## config.mk

```make
export PLATFORM = sky130hd
export DESIGN_NAME = ni_packetizer
export DESIGN_NICKNAME = d
export VERILOG_FILES = /design/src/rtl/ni_packetizer_pkg.sv /design/src/rtl/ni_packetizer.sv
export SDC_FILE = /design/constraint.sdc
export NUM_CORES = 1
export LEC_CHECK = 0
export ABC_AREA = 1
export CAP_MARGIN = 5
export CELL_PAD_IN_SITES_DETAIL_PLACEMENT = 1
export CELL_PAD_IN_SITES_GLOBAL_PLACEMENT = 1
export CORE_ASPECT_RATIO = 1.1
export CORE_MARGIN = 5
export CORE_UTILIZATION = 35
export DETAILED_ROUTE_END_ITERATION = 8
export PLACE_DENSITY = 0.87
export REMOVE_ABC_BUFFERS = 1
export SLEW_MARGIN = 10
export SYNTH_ARGS = -nofsm -noshare
export SYNTH_HDL_FRONTEND = slang
export SYNTH_SLANG_ARGS = --single-unit
```

## constraint.sdc

```tcl
create_clock -name clk -period 2.2 [get_ports clk]
set_input_delay 0.44 -clock clk [delete_from_list [all_inputs] [get_ports clk]]
set_output_delay 0.44 -clock clk [all_outputs]
set_load 0.05 [all_outputs]
```

## src/rtl/ni_packetizer_pkg.sv

```systemverilog
// ============================================================================
//  Module      : ni_packetizer_pkg
//  Description : Flit type codes, field layout, FSM states and parity helper
//                shared by the network-interface packetizer.
//  Revision    : 1.0 - initial release
// ============================================================================
`default_nettype none

package ni_packetizer_pkg;

    localparam int FLIT_W  = 32;
    localparam int LEN_W   = 12;
    localparam int PL_W    = 28;
    localparam int ID_W    = 8;
    localparam int ADDR_W  = 4;

    localparam logic [2:0] FLIT_HEADER = 3'b001;
    localparam logic [2:0] FLIT_BODY   = 3'b010;
    localparam logic [2:0] FLIT_TAIL   = 3'b100;

    localparam int TYPE_MSB = 31;
    localparam int TYPE_LSB = 29;
    localparam int LEN_MSB  = 28;
    localparam int LEN_LSB  = 17;
    localparam int DST_MSB  = 16;
    localparam int DST_LSB  = 13;
    localparam int SRC_MSB  = 12;
    localparam int SRC_LSB  = 9;
    localparam int ID_MSB   = 8;
    localparam int ID_LSB   = 1;
    localparam int PAR_BIT  = 0;

    typedef enum logic [0:0] {
        ST_IDLE    = 1'b0,
        ST_PAYLOAD = 1'b1
    } state_e;

    // Appends an even-parity bit so that the XOR over the whole flit is zero.
    function automatic logic [FLIT_W-1:0] add_parity(input logic [FLIT_W-2:0] bits);
        return {bits, ^bits};
    endfunction

    function automatic logic [FLIT_W-1:0] build_header(
        input logic [LEN_W-1:0]  len,
        input logic [ADDR_W-1:0] dst,
        input logic [ADDR_W-1:0] src,
        input logic [ID_W-1:0]   id
    );
        return add_parity({FLIT_HEADER, len, dst, src, id});
    endfunction

    function automatic logic [FLIT_W-1:0] build_payload(
        input logic            last,
        input logic [PL_W-1:0] data
    );
        return add_parity({(last ? FLIT_TAIL : FLIT_BODY), data});
    endfunction

endpackage

`default_nettype wire

```

## src/rtl/ni_packetizer.sv

```systemverilog
// ============================================================================
//  Module      : ni_packetizer
//  Description : NI transmit stage: turns a descriptor plus payload words into
//                header/body/tail flits streamed under the RTS/CTS handshake.
//  Revision    : 1.0 - initial release
// ============================================================================
`default_nettype none

module ni_packetizer
    import ni_packetizer_pkg::*;
#(
    parameter int DATA_WIDTH  = 32,
    parameter int AXIS        = 4,
    parameter int MAX_PAYLOAD = 4094
) (
    input  logic                  clk,
    input  logic                  rst,
    input  logic [AXIS-1:0]       cur_addr,
    input  logic                  pkt_valid,
    output logic                  pkt_ready,
    input  logic [AXIS-1:0]       pkt_dst,
    input  logic [LEN_W-1:0]      pkt_len,
    input  logic                  pl_valid,
    output logic                  pl_ready,
    input  logic [PL_W-1:0]       pl_data,
    output logic [DATA_WIDTH-1:0] TX,
    output logic                  RTS,
    input  logic                  DCTS,
    output logic                  busy,
    output logic                  err_len
);

    state_e                  state_q, state_d;
    logic [DATA_WIDTH-1:0]   out_flit_q, out_flit_d;
    logic                    out_valid_q, out_valid_d;
    logic [LEN_W-1:0]        rem_q, rem_d;
    logic [ID_W-1:0]         pkt_id_q, pkt_id_d;
    logic                    err_len_q, err_len_d;

    logic                    w_fire;
    logic                    w_slot_free;
    logic                    w_len_ok;
    logic                    w_pkt_ready;
    logic                    w_pl_ready;

    assign w_fire      = out_valid_q & DCTS;
    assign w_slot_free = ~out_valid_q | w_fire;
    assign w_len_ok    = (pkt_len != '0) && (pkt_len <= LEN_W'(MAX_PAYLOAD));

    always_comb begin
        state_d     = state_q;
        out_flit_d  = out_flit_q;
        out_valid_d = out_valid_q & ~w_fire;
        rem_d       = rem_q;
        pkt_id_d    = pkt_id_q;
        err_len_d   = 1'b0;
        w_pkt_ready = 1'b0;
        w_pl_ready  = 1'b0;

        case (state_q)
            ST_IDLE: begin
                w_pkt_ready = w_slot_free;
                if (pkt_valid && w_slot_free) begin
                    if (w_len_ok) begin
                        out_flit_d  = build_header(pkt_len + LEN_W'(1), pkt_dst, cur_addr, pkt_id_q);
                        out_valid_d = 1'b1;
                        rem_d       = pkt_len;
                        pkt_id_d    = pkt_id_q + ID_W'(1);
                        state_d     = ST_PAYLOAD;
                    end else begin
                        // Bad descriptor is consumed so the core is never stalled by it.
                        err_len_d = 1'b1;
                    end
                end
            end
            ST_PAYLOAD: begin
                w_pl_ready = w_slot_free;
                if (pl_valid && w_slot_free) begin
                    out_flit_d  = build_payload(rem_q <= LEN_W'(1), pl_data);
                    out_valid_d = 1'b1;
                    rem_d       = (rem_q != '0) ? rem_q - LEN_W'(1) : rem_q;
                    if (rem_q <= LEN_W'(1)) begin
                        state_d = ST_IDLE;
                    end
                end
            end
            default: state_d = ST_IDLE;
        endcase
    end

    always_ff @(posedge clk or negedge rst) begin
        if (!rst) begin
            state_q     <= ST_IDLE;
            out_flit_q  <= '0;
            out_valid_q <= 1'b0;
            rem_q       <= '0;
            pkt_id_q    <= '0;
            err_len_q   <= 1'b0;
        end else begin
            state_q     <= state_d;
            out_flit_q  <= out_flit_d;
            out_valid_q <= out_valid_d;
            rem_q       <= rem_d;
            pkt_id_q    <= pkt_id_d;
            err_len_q   <= err_len_d;
        end
    end

    // Ready strobes are masked so every output reads 0 while reset is held.
    assign pkt_ready = rst & w_pkt_ready;
    assign pl_ready  = rst & w_pl_ready;
    assign TX        = out_flit_q;
    assign RTS       = w_fire;
    assign busy      = (state_q != ST_IDLE) | out_valid_q;
    assign err_len   = err_len_q;

endmodule

`default_nettype wire
```

==> results.md <==
* Status: finished, final reports clean
* WP data arrival at 2260 ps
* Mean post-synth cell area at 7.21 sq um
* Die area at approximately 13000 sq um
* Overflow after GRT at 0
* Most frequent cells after synthesis: 150 x nand2_1, 55 x dfrtp_1, 52 x nor2_1
* Aggregate global-route resource usage at 0.210
* Fin crit share at 0.926
* Worst VDD drop at 332 uV
* Max cap viols at 0
* Final setup violating endpoints at 0
* CTS clock-pin slew for the worst setup and hold paths at 70 ps
* Worst-Skew Late Latency at approximately 300 ps
* Slew headroom at 0.513
* IO Port Bufs at between 80 and 90
* Initial Util at 0.355
* Yosys warns at 0
* TritonCTS Buffers at 5
* Critical path launch point type: primary input
* Mapped Cells at about 530
* Worst reg2reg startpoint: state_q$_DFF_PN0_
* Via count at around 4000
* Predominant post-synthesis flop cell: dfrtp_1
* Final Wtd Congestion at 0.868
* Clock Path Buffers at 2
* R2R Setup Slk at ~240 ps
* Core ar. at about 11000 sq um
* FF+latch count, synth at 55
* WL per Instance at 16.8 um
* Number of global-route vias before repair at 4457
* Clock Skew at 4.72 ps
* Largest net degree at the start of global routing at 56
* Worst setup path class: in -> reg
* FMAX at 491 MHz
* Layout cell share with drive strength beyond 1 at 0.146
* Multi-input gate area at 2240 sq um
* Async set-reset flop share out of synthesis at 1.00
* Root Buffer: clkbuf_16
* Design Area, Final at 5490 sq um
* Area Growth Syn to Fin at 43.2%
* Main area contributors after synthesis: dfrtp_1 36%, nand2_1 15%, xnor2_1 6.4%
* Postcts setup bufs at 0
* Ports at 90
* Slew @ Worst Pin at 731 ps
* Nets at a little over 700
* Crit. End Element: flip-flop
* DP Wirelength at between 10000 and 15000 um
* Post-layout min period at just over 2000 ps
* Critical path required time at ~2400 ps
* Count leader, synth: nand2_1
* Core Rows at 40
* P_int at between 2000 and 2500 uW
* CTS tree: done
* Fin. max-slew vios at 0
* Worst-path maximum fanout at 4
* DRT Pass-1 Iters at 4
* Post-DP Area at 5240 sq um
* Combinational fraction of design power at 0.411
* DRC at 0
* Hold buffers post-CTS at 0
* Die Y at approximately 120 um
* CTS Sinks at 55
* Static leakage at 0.00258 uW
* Leading area contributor after synthesis: dfrtp_1
* Fin. Hold Viols at 0
* Wirelength, routed at between 10000 and 15000 um
* Fin Hold WS at between 300 and 400 ps
* Seq pwr share at 0.356
* Register-to-Register Path Depth at 7
* Cell area after synthesis at 3830 sq um
* First-pass GRT wire length at around 22000 um
* EDFF count, synth at 0
* Worst min path class: in -> async
* Yosys top cell area share at 0.359
* Antenna Cells at 0
* Switch Pwr at around 1400 uW
* Initial antenna violation count at 0
* Unique masters post-synth at 34
* Vias/cell at approximately 5.1
* Sequential area share after synthesis at 0.359
* Drt initial violations at 200
* R2r endpoint: TX[31]$_DFFE_PN0P_
* Reg area at about 1400 sq um
* Clock power frac at 0.233
* Die width at between 100 and 150 um
* H-tree depth at 2
* Sw frac at 0.392
* PwrDens at approximately 660 nW/um^2
* Fillcell total at approximately 1400
* DRT antenna net count at 0
worst max path at each step:
stage / startpoint / to / slack (ps) / cells after the start
2_1_floorplan: state_q$_DFF_PN0_ / pl_ready / -1210 / 2
3_3_place_gp: pkt_len[3] / TX[0]$_DFFE_PN0P_ / -350 / 14
3_5_place_dp: pkt_len[1] / TX[0]$_DFFE_PN0P_ / -500 / 13
4_1_cts: pkt_len[2] / TX[0]$_DFFE_PN0P_ / 40 / 16
5_1_grt: pkt_len[8] / TX[0]$_DFFE_PN0P_ / -2 / 17
6_report: pkt_len[0] / TX[0]$_DFFE_PN0P_ / 160 / 13
power by group through the flow:
stage	Combinational, uW	Clock [uW]	Sequential [uW]
after global routing	1630	895	1310
after CTS	1490	861	1290
final	1490	842	1290
after global placement	1410	0	1290
after floorplan	600	0	1560
after detailed placement	1470	0	1310
layout by cell type (no fill, tap or decap), types with 4 or more instances in the layout:
cell type and count:
nor2_1 47, xor2_1 14, a31oi_1 24, nand4_1 11, dfrtp_1 55, buf_12 4
nor2_4 6, o21ai_0 33, inv_1 49, nor3_1 11, nand3_1 25, nor2_2 4
dlymetal6s2s_1 5, clkdlybuf4s50_1 76, ha_1 7, a21oi_1 14, nand2_1 148, xnor2_1 26
nand2_2 5, clkbuf_16 5, buf_4 53
stage by stage:
step,TNS (ps),power [uW],setup slack [ps],cells,util
after floorplan,-36550,2160,-1210,513,-
after global routing,-2.25,3830,-2.25,810,0.508
after detailed placement,-11980,2780,-502,802,0.485
after CTS,0,3640,39.6,810,0.501
after global placement,-7220,2700,-348,802,0.485
final,0,3620,163,810,0.508
flip-flops by register name, indices dropped and copies added (netlist names):
signal / count
TX: 32
err_len: 1
out_valid_q: 1
pkt_id_q: 8
rem_q: 12
state_q: 1
per-layer routing:
metal	wire [um]	up-vias	global-route usage
met5	0	-	0
li1	-	1985	-
met3	647	20	0.0344
met1	5290	2022	0.231
met4	288	0	0.0538
met2	7380	91	0.405
layout make-up:
type	count	area share
inverter	52	0.0367
multi-input combinational	406	0.409
tap	147	0.0335
timing repair buffer	142	0.242
sequential	55	0.251
clock buffer	6	0.0253
clock inverter	2	0.00296
repair_timing:
action	CTS	global route
setup endpoints to repair	9	8
gates resized for setup	9	22
cloned	0	0
pin swaps	2	1
critical path, stage by stage:
cell and delay (ps):
clkdlybuf4s15_1 290, inv_1 140, ha_4 310, xor2_2 180, xor2_1 220, nand2_1 80
nand2_1 100, nand3_2 90, nand3_1 110, nand2_1 60, nand2_1 60, nand3_1 60
a21oi_1 130
cells by family (layout without fill, tap and decap cells):
kind of cell	count (synthesis)	after routing	share of synthesized area
compound gates	82	82	0.121
flops	55	55	0.359
buf+inv	71	202	0.0780
xor+xnor	45	45	0.103
fa+ha+maj	9	9	0.0294
simple gates	270	270	0.310
No activity file was read; power rests on OpenSTA's default activity.
